==> src/rtl/stopwatch_pkg.sv <==
// Shared types and constants for the stopwatch sequencing controller.
package stopwatch_pkg;

  localparam int unsigned SEC_W   = 6;
  localparam int unsigned SEC_MAX = 59;

  typedef enum logic [1:0] {
    IDLE  = 2'd0,
    RUN   = 2'd1,
    PAUSE = 2'd2,
    OVF   = 2'd3
  } state_t;

  // States in which elapsed time is live (minutes advance, laps accepted).
  function automatic logic is_active(input state_t s);
    return (s == RUN) || (s == PAUSE);
  endfunction

endpackage

==> src/rtl/tick_prescaler.sv <==
// Divides clk down to a one-cycle tick per CLK_DIV running cycles; holds the
// partial count whenever run is low so a pause keeps the fractional second.
module tick_prescaler #(
  parameter int unsigned CLK_DIV = 50000000
) (
  input  logic clk,
  input  logic rst,
  input  logic clr,
  input  logic run,
  output logic tick
);

  localparam int unsigned DIV_W = (CLK_DIV > 1) ? $clog2(CLK_DIV) : 1;
  localparam logic [DIV_W-1:0] TERM = DIV_W'(CLK_DIV - 1);

  logic [DIV_W-1:0] div_cnt;
  logic             at_term;

  assign at_term = (div_cnt == TERM);

  always_ff @(posedge clk or posedge rst) begin
    if (rst) begin
      div_cnt <= '0;
      tick    <= 1'b0;
    end else begin
      tick <= run && at_term;
      if (clr) begin
        div_cnt <= '0;
      end else if (run) begin
        div_cnt <= at_term ? '0 : div_cnt + DIV_W'(1);
      end
    end
  end

endmodule

==> src/rtl/stopwatch_ctrl.sv <==
// Start/pause/clear sequencer for a 0-59 seconds counter: drives its enable
// and clear, extends it with a minutes register and captures lap snapshots.
module stopwatch_ctrl
  import stopwatch_pkg::*;
#(
  parameter int unsigned CLK_DIV = 50000000,
  parameter int unsigned MIN_W   = 8,
  parameter int unsigned MAX_MIN = 99
) (
  input  logic             clk,
  input  logic             rst,
  input  logic             start_stop,
  input  logic             clear,
  input  logic             lap,
  input  logic [SEC_W-1:0] seconds,
  input  logic             sec_tick,
  output logic             cnt_en,
  output logic             cnt_rst_n,
  output logic [MIN_W-1:0] minutes,
  output logic [SEC_W-1:0] lap_seconds,
  output logic [MIN_W-1:0] lap_minutes,
  output logic             lap_valid,
  output logic             running,
  output logic             ovf
);

  state_t           state, state_d;
  logic [MIN_W-1:0] minutes_d, lap_minutes_d, min_inc;
  logic [SEC_W-1:0] lap_seconds_d;
  logic             lap_valid_d, ovf_d;
  logic             at_max, live, run_c, idle_c;

  // Prescaler only advances while RUN persists into the next cycle, so a
  // pause or overflow landing on the terminal count suppresses that tick.
  tick_prescaler #(.CLK_DIV(CLK_DIV)) u_prescaler (
    .clk  (clk),
    .rst  (rst),
    .clr  (idle_c),
    .run  (run_c),
    .tick (cnt_en)
  );

  always_comb begin
    state_d       = state;
    minutes_d     = minutes;
    ovf_d         = ovf;
    lap_seconds_d = lap_seconds;
    lap_minutes_d = lap_minutes;
    lap_valid_d   = 1'b0;

    live    = is_active(state);
    at_max  = (minutes == MIN_W'(MAX_MIN));
    min_inc = at_max ? minutes : minutes + MIN_W'(1);

    case (state)
      IDLE: begin
        if (!clear && start_stop) state_d = RUN;
      end
      RUN: begin
        if (clear)                   state_d = IDLE;
        else if (sec_tick && at_max) state_d = OVF;
        else if (start_stop)         state_d = PAUSE;
      end
      PAUSE: begin
        if (clear)                   state_d = IDLE;
        else if (sec_tick && at_max) state_d = OVF;
        else if (start_stop)         state_d = RUN;
      end
      OVF: begin
        if (clear) state_d = IDLE;
      end
      default: state_d = IDLE;
    endcase

    if (live && !clear) begin
      if (sec_tick) begin
        minutes_d = min_inc;
        if (at_max) ovf_d = 1'b1;
      end
      // A lap on the wrap cycle reports the new minute to match seconds=0.
      if (lap) begin
        lap_seconds_d = seconds;
        lap_minutes_d = sec_tick ? min_inc : minutes;
        lap_valid_d   = 1'b1;
      end
    end

    if (state_d == IDLE) begin
      minutes_d = '0;
      ovf_d     = 1'b0;
    end

    idle_c = (state_d == IDLE);
    run_c  = (state == RUN) && (state_d == RUN);
  end

  always_ff @(posedge clk or posedge rst) begin
    if (rst) begin
      state       <= IDLE;
      minutes     <= '0;
      ovf         <= 1'b0;
      lap_seconds <= '0;
      lap_minutes <= '0;
      lap_valid   <= 1'b0;
      running     <= 1'b0;
      cnt_rst_n   <= 1'b0;
    end else begin
      state       <= state_d;
      minutes     <= minutes_d;
      ovf         <= ovf_d;
      lap_seconds <= lap_seconds_d;
      lap_minutes <= lap_minutes_d;
      lap_valid   <= lap_valid_d;
      running     <= (state_d == RUN);
      cnt_rst_n   <= (state_d != IDLE);
    end
  end

endmodule

==> config.mk <==
export PLATFORM = sky130hd
export DESIGN_NAME = stopwatch_ctrl
export DESIGN_NICKNAME = d
export VERILOG_FILES = /design/src/rtl/stopwatch_pkg.sv /design/src/rtl/tick_prescaler.sv /design/src/rtl/stopwatch_ctrl.sv
export SDC_FILE = /design/constraint.sdc
export NUM_CORES = 1
export LEC_CHECK = 0
export ABC_AREA = 1
export BUFFER_PORTS_ARGS = -buffer_cell sky130_fd_sc_hd__clkbuf_2
export CAP_MARGIN = 10
export CORE_UTILIZATION = 50
export CTS_BUF_LIST = sky130_fd_sc_hd__clkbuf_8
export CTS_CLUSTER_SIZE = 25
export DETAILED_ROUTE_END_ITERATION = 7
export GPL_TIMING_DRIVEN = 0
export PLACE_DENSITY = 0.72
export SKIP_CTS_REPAIR_TIMING = 1
export SYNTH_ARGS = -nofsm -noshare
export SYNTH_HDL_FRONTEND = slang
export SYNTH_SLANG_ARGS = --single-unit
export TNS_END_PERCENT = 30
==> constraint.sdc <==
create_clock -name clk -period 1.9 [get_ports clk]
set_input_delay 0.285 -clock clk [delete_from_list [all_inputs] [get_ports clk]]
set_output_delay 0.285 -clock clk [all_outputs]
set_load 0.02 [all_outputs]
==> results of run 1 <==
synth_stat cells (4+ instances only):
library cell,n,share of area (%)
nand2_1,144,15
nor2_1,62,6.6
dfrtp_1,55,39
inv_1,45,4.8
nand4_1,29,5.1
nand3_1,21,3.0
nand3_2,20,5.6
xor2_1,20,4.9
o21ai_0,19,2.7
nor3_1,7,0.99
ha_1,6,2.1
clkbuf_1,5,0.53
a21oi_1,4,0.56
buf_2,4,0.56
buf_4,4,0.85
buf_6,4,1.3
final timing paths:
check | endpoint | slack, ns | cells after the start | startpoint
max in group asynchronous | u_prescaler.div_cnt[0] | 0.83 | 4 | rst
worst min-delay path | lap_seconds[3] | 0.15 | 3 | seconds[3]
worst min register to register | lap_seconds[1] | 0.50 | 2 | lap_seconds[1]
min in group asynchronous | lap_seconds[3] | 0.51 | 3 | rst
worst max register to register | u_prescaler.div_cnt[2] | -0.17 | 11 | state[1]
worst max-delay path | u_prescaler.div_cnt[2] | -0.17 | 11 | state[1]
tightest hold or removal path, delay by kind of cell:
| family | cells | cell delay (ns) |
|---|---|---|
| simple gates | 2 | 0.08 |
| buf+inv | 1 | 0.07 |
layout make-up:
class                      count  area share, %
multi-input combinational    357           46.9
sequential                    55           33.0
timing repair buffer          45           6.76
inverter                      48           4.31
buffer                        17           3.35
tap                           96           2.87
clock buffer                   5           1.65
clock inverter                 3           1.20
state kept, by name (all words and copies together) (netlist names):
| register | cells |
|---|---|
| cnt_rst_n | 1 |
| lap_minutes | 8 |
| lap_seconds | 6 |
| lap_valid | 1 |
| minutes | 8 |
| ovf | 1 |
| running | 1 |
| state | 2 |
| u_prescaler.div_cnt | 26 |
| u_prescaler.tick | 1 |
routing by layer:
layer | up-vias | global-route usage (%)
li1 | 1636 | -
met1 | 1527 | 33.8
met2 | 63 | 39.3
met3 | 5 | 2.38
met4 | 0 | 5.91
met5 | - | 0
metrics by stage:
stage / hold WS [ns] / worst slack (ns) / setup TNS (ns) / utilization, %
after global placement: 0.463 / -0.433 / -29.63 / 56.4
after floorplan: 0.395 / 0.000784 / 0 / -
final: 0.149 / -0.171 / -3.87 / 61.2
after CTS: -0.0358 / -0.355 / -8.51 / 58.5
after detailed placement: 0.330 / -0.313 / -7.88 / 56.7
after global routing: 0.154 / -0.281 / -7.85 / 61.2
power groups by stage:
| stage | combinational, mW | sequential (mW) | clock, mW |
|---|---|---|---|
| final | 1.82 | 1.46 | 0.841 |
| after detailed placement | 1.60 | 1.47 | 0 |
| after global routing | 1.97 | 1.48 | 0.902 |
| after floorplan | 1.00 | 1.61 | 0 |
| after CTS | 1.61 | 1.45 | 0.864 |
| after global placement | 1.57 | 1.46 | 0 |
cell families (layout without fill, tap and decap cells):
logic type	count (synthesis)	count (layout)	share of synthesized area [%]
flip-flops	55	55	38.8
AO/OA/AOI/OAI	26	26	3.85
XOR/XNOR	23	23	5.68
buffers and inverters	65	118	8.29
multiplexers	1	1	0.282
AND/OR/NAND/NOR	300	301	41.0
adder cells (fa/ha/maj)	6	6	2.12
==> flow_metrics.env, run 1 <==
export IMPL_final_cell_mix="nand2_1 (142), nor2_1 (59), dfrtp_1 (52), inv_1 (42), clkbuf_2 (38)"
export IMPL_grt_setup_unrepaired="true"
export IMPL_clk_pin_slew_ns=0.11
export IMPL_synthDistinctLibCells=34
export IMPL_p_per_area_mw_per_mm2=985
export IMPL_ir_worst_vdd_mv=0.939
export IMPL_wl_met1_um=4160
export IMPL_design_area_mm2=0.00418
export IMPL_die_x_um=86.2
export IMPL_ys_seq_elements=55
export IMPL_worst_ep_arrival_time_ns=2.29
export IMPL_p_total_mw=4.12
export IMPL_crit_chain="buf_6, ha_4, or2_0, nand4_1, nand3_2, a21oi_4, buf_6, nand3_4, buf_8, nand3_2, nand2_1"
export IMPL_critPathBufInv=3
export IMPL_relSlewSlack_pct=57.5
export IMPL_drv_cap=0
export IMPL_setup_viol=35
export IMPL_grt_first_pass_wirelength_um=14000
export IMPL_clock_sinks=55
export IMPL_async_flop_share_pct=100
export IMPL_wl_met3_um=316
export IMPL_nets=547
export IMPL_critPathCaptureType="register"
export IMPL_p_clk_share_pct=20.4
export IMPL_synth_flop_cell="dfrtp_1"
export IMPL_drive_gt1_share_pct=22.1
export IMPL_switching_share_pct=43.2
export IMPL_p_int_mw=2.34
export IMPL_cts_buffers=5
export IMPL_yosysSeqAreaShare_pct=38.8
export IMPL_cpPeakStageDelay_ns=0.44
export IMPL_post_dp_cell_area_mm2=0.00388
export IMPL_root_buffer="clkbuf_8"
export IMPL_violations="setup timing"
export IMPL_floorplan_initialDensity_pct=51.9
export IMPL_die_y_um=86.2
export IMPL_dpl_hpwl_um=6310
export IMPL_hold_class="input pin to register"
export IMPL_syn_cell_area_mm2=0.00355
export IMPL_p_comb_share_pct=44.2
export IMPL_routabilityCongestion=0.936
export IMPL_syn_avg_cell_area_um2=7.45
export IMPL_wl_per_cell_um=13.8
export IMPL_multi_input_area_mm2=0.00196
export IMPL_n_fill_cell=644
export IMPL_first_pass_iters=5
export IMPL_syn_num_nets=494
export IMPL_ant_nets=0
export IMPL_fin_skew_ns=0.00949
export IMPL_grt_pass1_vias=2943
export IMPL_rows=30
export IMPL_io_pins=39
export IMPL_cp_top_family="simple AND/OR/NAND/NOR gates"
export IMPL_regArea_mm2=0.00138
export IMPL_io_buffers=38
export IMPL_finalNonFillerCells=626
export IMPL_wl_um=8620
export IMPL_routed_via_density=5.16
export IMPL_diodes=0
export IMPL_highest_layer="met4"
export IMPL_run_status="finished with violations"
export IMPL_placed_cells=611
export IMPL_drc=0
export IMPL_power_frac_seq_pct=35.3
export IMPL_num_vias=3231
export IMPL_path_class="register to register"
export IMPL_setup_ws_ns=-0.171
export IMPL_fmax_mhz=483
export IMPL_synth_edff_count=0
export IMPL_critPathMaxFanout=10
export IMPL_syn2layout_area_growth_pct=18.0
export IMPL_finalCriticalPeriod_ns=2.07
export IMPL_htree_num_levels=2
export IMPL_required_ns=2.12
export IMPL_hold_violations=0
export IMPL_grt_overflow=0
export IMPL_grt_total_usage_pct=23.9
export IMPL_synth_cells=476
export IMPL_finalMaxSlewViolations=0
export IMPL_cellLeakagePower_nw=2.04
export IMPL_cp_slowest_cell="dfrtp_1"
export IMPL_grt_max_degree=34
export IMPL_mostFrequentLayoutCell="nand2_1"
export IMPL_core_area_mm2=0.00683
export IMPL_startpoint_type="register"
export IMPL_met2WireLength_um=4100
export IMPL_clockBufferDepth=2
export IMPL_cts_tree="built"
export IMPL_tightest_slew_ns=0.634
export IMPL_p_sw_mw=1.78
export IMPL_period_share_pct=109
export IMPL_clk_latency_ns=0.32
export IMPL_ys_warn_count=0
export IMPL_antenna_found_initial=0
export IMPL_die_area_mm2=0.00743
export IMPL_initialDrtViolationCount=171
Power figures use the tool's default switching activity.
==> run 2, diff against run 1 <==
--- a/config.mk
+++ b/config.mk
@@ -13,9 +13,10 @@
 export CTS_CLUSTER_SIZE = 25
 export DETAILED_ROUTE_END_ITERATION = 7
 export GPL_TIMING_DRIVEN = 0
-export PLACE_DENSITY = 0.72
+export PLACE_DENSITY = 0.73
 export SKIP_CTS_REPAIR_TIMING = 1
 export SYNTH_ARGS = -nofsm -noshare
 export SYNTH_HDL_FRONTEND = slang
+export SYNTH_HIERARCHICAL = 1
 export SYNTH_SLANG_ARGS = --single-unit
 export TNS_END_PERCENT = 30
==> run 2 against run 1 <==
  * The flow still finishes with violations (setup timing)
  * Utilization is 5.4 points higher
  * Worst hold slack better by 0.0084 ns
  * Routed wire length is 11% lower
  * Power is 22% higher
  * Clock skew is 0.0012 ns higher
  * Clock power is 0.8% lower
  * Setup slack worse by 0.38 ns
  * Sequential share of layout area is 1.6 points higher
  * Sequential power is 9% higher
  * Critical path type unchanged
==> flow_metrics.env, run 2 <==
export IMPL_path_class="register to register"
export IMPL_p_clk_share_pct=16.6
export IMPL_cts_tree="built"
export IMPL_synth_cells=416
export IMPL_largestRegisters="u_prescaler/div_cnt x26, lap_minutes x8, minutes x8"
export IMPL_syn_avg_cell_area_um2=7.54
export IMPL_critPathCaptureType="register"
export IMPL_grt_overflow=0
export IMPL_routabilityCongestion=0.926
export IMPL_p_comb_share_pct=51.9
export IMPL_hold_class="input pin to register"
export IMPL_setup_tns_ns=-12.07
export IMPL_grt_pass1_vias=2554
export IMPL_p_per_area_mw_per_mm2=1260
export IMPL_finalCriticalPeriod_ns=2.45
export IMPL_synth_flop_cell="dfrtp_1"
export IMPL_required_ns=2.16
export IMPL_ys_seq_elements=55
export IMPL_syn_num_nets=434
export IMPL_switching_share_pct=43.6
export IMPL_synthDistinctLibCells=32
export IMPL_p_sw_mw=2.19
export IMPL_async_flop_share_pct=100
export IMPL_relSlewSlack_pct=69.7
export IMPL_fin_skew_ns=0.0107
export IMPL_finalMaxSlewViolations=0
export IMPL_power_frac_seq_pct=31.5
export IMPL_syn2layout_area_growth_pct=27.4
export IMPL_cts_buffers=5
export IMPL_floorplan_initialDensity_pct=52.3
export IMPL_wl_per_cell_um=13.6
export IMPL_grt_first_pass_wirelength_um=12000
export IMPL_grt_max_degree=29
export IMPL_clock_sinks=55
export IMPL_largest_reg_flops=26
export IMPL_cp_common_cell="nand2_1"
export IMPL_clockBufferDepth=2
export IMPL_die_x_um=81.2
export IMPL_routed_via_density=5.10
export IMPL_nets=505
export IMPL_hold_violations=0
export IMPL_root_buffer="clkbuf_8"
export IMPL_synth_commonest_cells="nand2_1 (124), nor2_1 (60), dfrtp_1 (55)"
export IMPL_cpPeakStageDelay_ns=0.44
export IMPL_antenna_found_initial=0
export IMPL_htree_num_levels=2
export IMPL_p_total_mw=5.04
export IMPL_diodes=0
export IMPL_regMostFlops="u_prescaler/div_cnt"
export IMPL_period_share_pct=129
export IMPL_design_area_mm2=0.00399
export IMPL_run_status="finished with violations"
export IMPL_yosysSeqAreaShare_pct=43.9
export IMPL_critPathMaxFanout=7
export IMPL_fmax_mhz=408
export IMPL_ys_warn_count=6
export IMPL_grt_setup_unrepaired="true"
export IMPL_ir_worst_vdd_mv=0.905
export IMPL_io_pins=39
export IMPL_core_area_mm2=0.00599
export IMPL_ant_nets=0
export IMPL_initialDrtViolationCount=217
export IMPL_grt_total_usage_pct=23.6
export IMPL_setup_ws_ns=-0.549
export IMPL_dpl_hpwl_um=5130
export IMPL_cellLeakagePower_nw=1.83
export IMPL_p_int_mw=2.84
export IMPL_clk_pin_slew_ns=0.11
export IMPL_die_y_um=81.2
export IMPL_synth_top_area_share_pct=43.9
export IMPL_crit_chain="inv_4, ha_4, or2_4, o211ai_1, nand2_1, inv_1, nand2_1, nand2_1, nand2_2, inv_2, nand2_4, nor2_4, nor2_4, clkinv_4, nand2_4, nor2_4, nand2_2, o21bai_1, nand2_1, nor2_1"
export IMPL_first_pass_iters=5
export IMPL_synth_most_common_cell="nand2_1"
export IMPL_drv_cap=0
export IMPL_worst_ep_arrival_time_ns=2.71
export IMPL_syn_cell_area_mm2=0.00314
export IMPL_synth_top_cell_by_area="dfrtp_1"
export IMPL_synth_edff_count=0
export IMPL_violations="setup timing"
export IMPL_drc=0
export IMPL_die_area_mm2=0.00659
export IMPL_cp_slowest_cell="dfrtp_2"
export IMPL_mostFrequentLayoutCell="nand2_1"
export IMPL_drive_gt1_share_pct=30.7
export IMPL_wl_um=7660
export IMPL_io_buffers=38
export IMPL_num_vias=2873
export IMPL_setup_viol=26
export IMPL_post_dp_cell_area_mm2=0.00348
export IMPL_multi_input_area_mm2=0.00168
export IMPL_regArea_mm2=0.00138
export IMPL_startpoint_type="register"
export IMPL_n_fill_cell=477
export IMPL_clk_latency_ns=0.32
export IMPL_synthTopCellsByArea="dfrtp_1 (44%), nand2_1 (15%), nor2_1 (7.2%), inv_1 (5.6%), nor2_2 (4.8%)"
export IMPL_final_cell_mix="nand2_1 (119), dfrtp_1 (51), nor2_1 (50), inv_1 (44), clkbuf_2 (38)"
export IMPL_tightest_slew_ns=0.455
export IMPL_rows=28
run 2: layout make-up:
cell class	count	share of cell area, %
clock inverters	3	1.19
flip-flops and latches	55	34.6
multi-input cells	303	42.1
inverters	52	5.48
repair buffers	64	11.3
plain buffers	6	1.25
well taps	75	2.35
clock buffers	5	1.72
run 2: path summary, 6_finish.rpt:
kind / depth (start not counted) / from / endpoint / slack (ns)
worst min register to register: 2 / lap_seconds[4] / lap_seconds[4] / 0.49
worst min-delay path: 3 / seconds[0] / lap_seconds[0] / 0.16
min in group asynchronous: 3 / rst / minutes[2] / 0.44
worst max-delay path: 20 / state[0] / u_prescaler/div_cnt[21] / -0.55
max in group asynchronous: 4 / rst / u_prescaler/div_cnt[11] / 0.97
worst max register to register: 20 / state[0] / u_prescaler/div_cnt[21] / -0.55
run 2: per-stage QoR:
| stage | setup slack, ns | hold slack (ns) | cells | utilization (%) |
|---|---|---|---|---|
| after floorplan | -0.297 | 0.338 | 416 | - |
| after global placement | -0.595 | 0.461 | 529 | 58.2 |
| after detailed placement | -0.630 | 0.465 | 529 | 58.2 |
| after CTS | -0.660 | 0.152 | 537 | 60.1 |
| after global routing | -0.708 | 0.142 | 563 | 66.7 |
| final | -0.549 | 0.157 | 563 | 66.7 |
run 2: metal layers:
metal | GRT usage [%] | vias up | part of all wire (%)
li1 | - | 1427 | -
met1 | 34.3 | 1347 | 45
met2 | 35.9 | 84 | 48
met3 | 3.71 | 15 | 5.0
met4 | 7.14 | 0 | 1.4
met5 | 0 | - | 0
run 2: power by group through the flow:
stage                     clock network [mW]  logic, mW  registers (mW)
final                                  0.834       2.61            1.59
after floorplan                            0       1.17            1.82
after global placement                     0       1.87            1.59
after CTS                              0.841       1.93            1.58
after detailed placement                   0       1.93            1.60
after global routing                   0.894       2.82            1.62
run 2: critical path, delay by kind of cell (launching register included):
family / cells / cell delay [ns]
adder cells (fa/ha/maj): 1 / 0.16
AND/OR/NAND/NOR: 13 / 1.30
flip-flops: 1 / 0.44
buffers and inverters: 4 / 0.28
AO/OA/AOI/OAI: 2 / 0.22
run 2: logic make-up after synthesis:
kind of cell	Yosys count	synth area share (%)
buf+inv	58	8.06
flops	55	43.9
xor+xnor	15	4.19
fa+ha+maj	6	2.39
compound gates	25	4.59
simple gates	257	36.9
